File: config.mk
export PLATFORM = sky130hd
export DESIGN_NAME = logic_unit_serial
export DESIGN_NICKNAME = d
export VERILOG_FILES = /design/src/rtl/logic_unit_serial.sv
export SDC_FILE = /design/constraint.sdc
export NUM_CORES = 1
export LEC_CHECK = 0
export BUFFER_PORTS_ARGS = -buffer_cell sky130_fd_sc_hd__buf_2
export CAP_MARGIN = 20
export CORE_ASPECT_RATIO = 1.1
export CORE_MARGIN = 4
export CORE_UTILIZATION = 40
export DETAILED_ROUTE_END_ITERATION = 12
export SYNTH_ARGS = -nofsm -noshare
export SYNTH_HDL_FRONTEND = slang
export SYNTH_SLANG_ARGS = --single-unit
File: constraint.sdc
create_clock -name clk -period 7.75 [get_ports clk]
set_input_delay 1.1625 -clock clk [delete_from_list [all_inputs] [get_ports clk]]
set_output_delay 1.1625 -clock clk [all_outputs]
set_load 0.01 [all_outputs]
File: src/rtl/logic_unit_serial.sv
// rtl/logic_unit_serial.sv - bit-sliced bitwise logic unit, W bits per cycle, LSB slice first
// Operands are captured on start; result and flags update only when the last slice lands.
module logic_unit_serial #(
  parameter int N = 8,
  parameter int W = 2
) (
  input  logic         clk,
  input  logic         rst,
  input  logic         start,
  input  logic [2:0]   op,
  input  logic [N-1:0] a,
  input  logic [N-1:0] b,
  output logic         busy,
  output logic         done,
  output logic [N-1:0] result,
  output logic         zero,
  output logic         parity
);

  localparam int S  = N / W;
  localparam int CW = (S > 1) ? $clog2(S) : 1;

  typedef enum logic [1:0] {IDLE, RUN, DONE} state_t;

  state_t        r_state;
  logic [CW-1:0] r_cnt;
  logic [2:0]    r_op;
  logic [N-1:0]  r_a;
  logic [N-1:0]  r_b;
  logic [N-1:0]  r_work;

  logic [W-1:0]  w_sa;
  logic [W-1:0]  w_sb;
  logic [W-1:0]  w_slice;
  logic [N-1:0]  w_work_next;
  logic          w_last;

  always_comb begin
    w_sa    = r_a[int'(r_cnt) * W +: W];
    w_sb    = r_b[int'(r_cnt) * W +: W];
    w_slice = '0;
    case (r_op)
      3'b000:  w_slice = w_sa & w_sb;
      3'b001:  w_slice = w_sa | w_sb;
      3'b010:  w_slice = w_sa ^ w_sb;
      3'b011:  w_slice = ~w_sa;
      3'b100:  w_slice = ~(w_sa & w_sb);
      3'b101:  w_slice = ~(w_sa | w_sb);
      3'b110:  w_slice = ~(w_sa ^ w_sb);
      default: w_slice = w_sb;
    endcase
    // Result/flags must see the slice being written on this same edge.
    w_work_next = r_work;
    w_work_next[int'(r_cnt) * W +: W] = w_slice;
    w_last = (r_cnt == CW'(S - 1));
  end

  always_ff @(posedge clk) begin
    if (rst) begin
      r_state <= IDLE;
      r_cnt   <= '0;
      r_op    <= '0;
      r_a     <= '0;
      r_b     <= '0;
      r_work  <= '0;
      busy    <= 1'b0;
      done    <= 1'b0;
      result  <= '0;
      zero    <= 1'b1;
      parity  <= 1'b0;
    end else begin
      done <= 1'b0;
      case (r_state)
        IDLE: begin
          if (start) begin
            r_a     <= a;
            r_b     <= b;
            r_op    <= op;
            r_cnt   <= '0;
            r_state <= RUN;
            busy    <= 1'b1;
          end
        end
        RUN: begin
          r_work <= w_work_next;
          if (w_last) begin
            r_state <= DONE;
            busy    <= 1'b0;
            result  <= w_work_next;
            zero    <= ~|w_work_next;
            parity  <= ^w_work_next;
          end else begin
            r_cnt <= r_cnt + 1'b1;
          end
        end
        DONE: begin
          r_state <= IDLE;
          done    <= 1'b1;
        end
        default: r_state <= IDLE;
      endcase
    end
  end

endmodule

==> results.json <==
{
  "drc": 0,
  "vias": 1770,
  "cts_tree": "yes",
  "worstSetupEndpointType": "flip-flop",
  "ctsHoldBuffers": 0,
  "worst_hold_path_type": "flip-flop to flip-flop",
  "post-cts-setup-buffers": 0,
  "syn-num-nets": 282,
  "firstDrtPassIters": 4,
  "ys_types": 31,
  "clk_latency_ps": 290,
  "crit_end": "parity",
  "cts.clk_slew.worst_paths_ps": 80,
  "grt_max_degree": 45,
  "hold_viol_final": 0,
  "synth_top_area_share_pct": 40.07,
  "htree_levels": 2,
  "cts_buffers": 5,
  "ctsResizeCount": 0,
  "place_area_sq_um": 2355,
  "drt_iter0_markers": 90,
  "synth.most_common_cell": "nand2_1",
  "rows": 27,
  "place_congestion": 0.8570,
  "start_util_pct": 42.11,
  "die_h_um": 84.87,
  "route.detailed.wl_per_inst_um": 12.85,
  "start_kind": "flip-flop",
  "ys_warn_count": 0,
  "gr-total-overflow": 0,
  "synth_seq_area_share_pct": 40.07,
  "async_reset_ff_share_pct": 0,
  "netlist_instances": 246,
  "worstSetupStartpoint": "r_cnt[0]",
  "critPathRequiredTime_ps": 7960,
  "syn_area_sq_um": 2148,
  "placedCellCount": 339,
  "syn_avg_cell_area_sq_um": 8.733,
  "synth_top_family_by_area": "simple AND/OR/NAND/NOR gates",
  "nNetsFinal": 310,
  "viasPerCell": 5.116,
  "grt_pass1_vias": 1742,
  "die_area_sq_um": 6609,
  "leakage_nw": 0.9247,
  "r2r_slack_ps": 4340,
  "pre_cts_slack_ps": 4291,
  "fmax_ghz": 0.2931,
  "num_io_pins": 34,
  "synth_commonest_cells": "nand2_1 (55), dfxtp_1 (43), a21oi_1 (21), nor2_1 (21), ha_1 (14)",
  "setup_tns_ps": 0,
  "slew_headroom_pct": 47.30,
  "dp_hpwl_mm": 3.388,
  "r2r-end": "parity",
  "worstMarginPinSlew_ps": 779.6,
  "grt_setup_unrepaired": "no",
  "antennaDiodeCount": 0,
  "synthToLayoutAreaGrowth_pct": 14.39,
  "synthMuxAreaShare_pct": 5.009,
  "clock-sinks": 43,
  "synth_compound_area_share_pct": 19.74,
  "critPathKind": "flip-flop to flip-flop",
  "irDropWorstVdd_v": 0.00008248,
  "finalPower_mw": 0.4677,
  "powerDensity_nw_per_um2": 190.3,
  "clock_path_buffers": 2,
  "r2r_cells": 11,
  "die_x_um": 77.88,
  "core_region_area_sq_um": 5101,
  "synth-main-ff-cell": "dfxtp_1",
  "yosys.area_share.adder_pct": 8.154,
  "setup_viol": 0,
  "drt_wl_total_mm": 4.445,
  "crit_arrival_ps": 3620,
  "yosys-top-cells-area": "dfxtp_1 (40%), nand2_1 (9.6%), ha_1 (8.2%), a32oi_2 (6.1%), a21oi_1 (4.9%)",
  "stdcell_count": 346,
  "r2r_start": "r_cnt[0]",
  "drive_above_1_share_pct": 19.34,
  "cts_root_buf": "clkbuf_8",
  "skew_ps": 7.889,
  "synth_xor_area_share_pct": 1.223,
  "place.port_buffers": 33,
  "final_area_sq_um": 2457,
  "status": "completed",
  "synth-simple-area-share_pct": 21.78,
  "setup_ws_ps": 4338,
  "maxCapViolCount": 0,
  "grt_usage_pct": 14.50,
  "slew_violations": 0,
  "ant_nets": 0,
  "post-synth-top-area-cell": "dfxtp_1",
  "fin_crit_ps": 3412,
  "synth-edff-count": 0,
  "synth.ff_latch_count": 43,
  "nFillCells": 524,
  "critPathMaxFanout": 16,
  "antenna_found_initial": 0,
  "grt_pass1_wl_mm": 7.907,
  "period_share_pct": 44.02
}
[cell usage in the layout (no fill, tap or decap), types with 3 or more instances in the layout]
cell type  netlist  final
nor3b_1          3      3
a211oi_1         9      9
dfxtp_1         43     43
a21oi_1         21     21
nor3_1           5      5
nand3b_1         8      8
mux2i_1          4      4
a32oi_2          8      8
ha_1            14     14
xnor2_1          3      3
nand2_1         55     55
buf_2            3     33
nor2_1          21     21
inv_1           10     10
o21ai_1          8      8
clkbuf_8         0      5
[kinds of logic after synthesis]
family                     after synthesis
AOI/OAI and AO/OA                       54
xor gates and xnor gates                 3
adders and majority gates               14
buffers and inverters                   22
DFF                                     43
muxes                                    8
and+or+nand+nor                        102
[sequential cells by signal, indices dropped and copies added (netlist names), 2 cells and up]
signal / cells
r_state: 2
r_a: 8
r_b: 8
r_work: 8
r_cnt: 2
r_op: 3
result: 8
[worst min path at each step]
stage / from / slack (ps) / endpoint / depth (start not counted)
floorplan: r_b[0] / 430 / r_b[0] / 2
detailed placement: r_b[0] / 450 / r_b[0] / 2
finish: r_b[0] / 450 / r_b[0] / 2
global route: r_b[3] / 480 / r_b[3] / 2
global placement: r_b[0] / 440 / r_b[0] / 2
CTS: r_b[0] / 460 / r_b[0] / 2
[critical path: stages, from the launching register on]
cell and delay, ps:
dfxtp_1 680, mux4_2 620, inv_1 80, ha_1 220, mux2i_1 140, o22ai_1 150
o31ai_4 420, a32oi_2 180, ha_1 350, xnor2_1 190, xnor2_1 100, a211oi_1 210
[power breakdown]
part | total (mW) | internal [mW] | leakage [nW] | switching [mW]
registers | 0.236 | 0.229 | 0.350 | 0.00758
clock network | 0.166 | 0.0945 | 0.0513 | 0.0718
logic | 0.0650 | 0.0267 | 0.523 | 0.0384
total | 0.468 | 0.350 | 0.925 | 0.118
[per-stage QoR]
stage / utilization (%) / hold WS [ps]
global route: 48.17 / 475.4
floorplan: - / 432.2
detailed placement: 46.16 / 447.3
finish: 48.17 / 453.2
CTS: 48.17 / 458.8
global placement: 46.16 / 441.3
[cell type report]
type                            count  area, sq um  share of cell area [%]
Clock buffer                        6        72.57                   2.953
Clock inverter                      1        30.03                   1.222
Inverter                           10        37.54                   1.527
Multi-Input combinational cell    181         1201                   48.88
Sequential cell                    43        860.8                   35.03
Tap cell                           72        90.09                   3.666
Timing Repair Buffer               33        165.2                   6.721
[layer usage]
| layer | track usage (%) | routed length [um] | vias to the layer above |
|---|---|---|---|
| met5 | 0 | 0 | - |
| met4 | 5.016 | 73 | 0 |
| met3 | 3.609 | 178 | 9 |
| met2 | 24.14 | 2141 | 38 |
| met1 | 18.20 | 2051 | 814 |
| li1 | - | - | 909 |
Note: power is estimated with default switching activity, not from simulation.
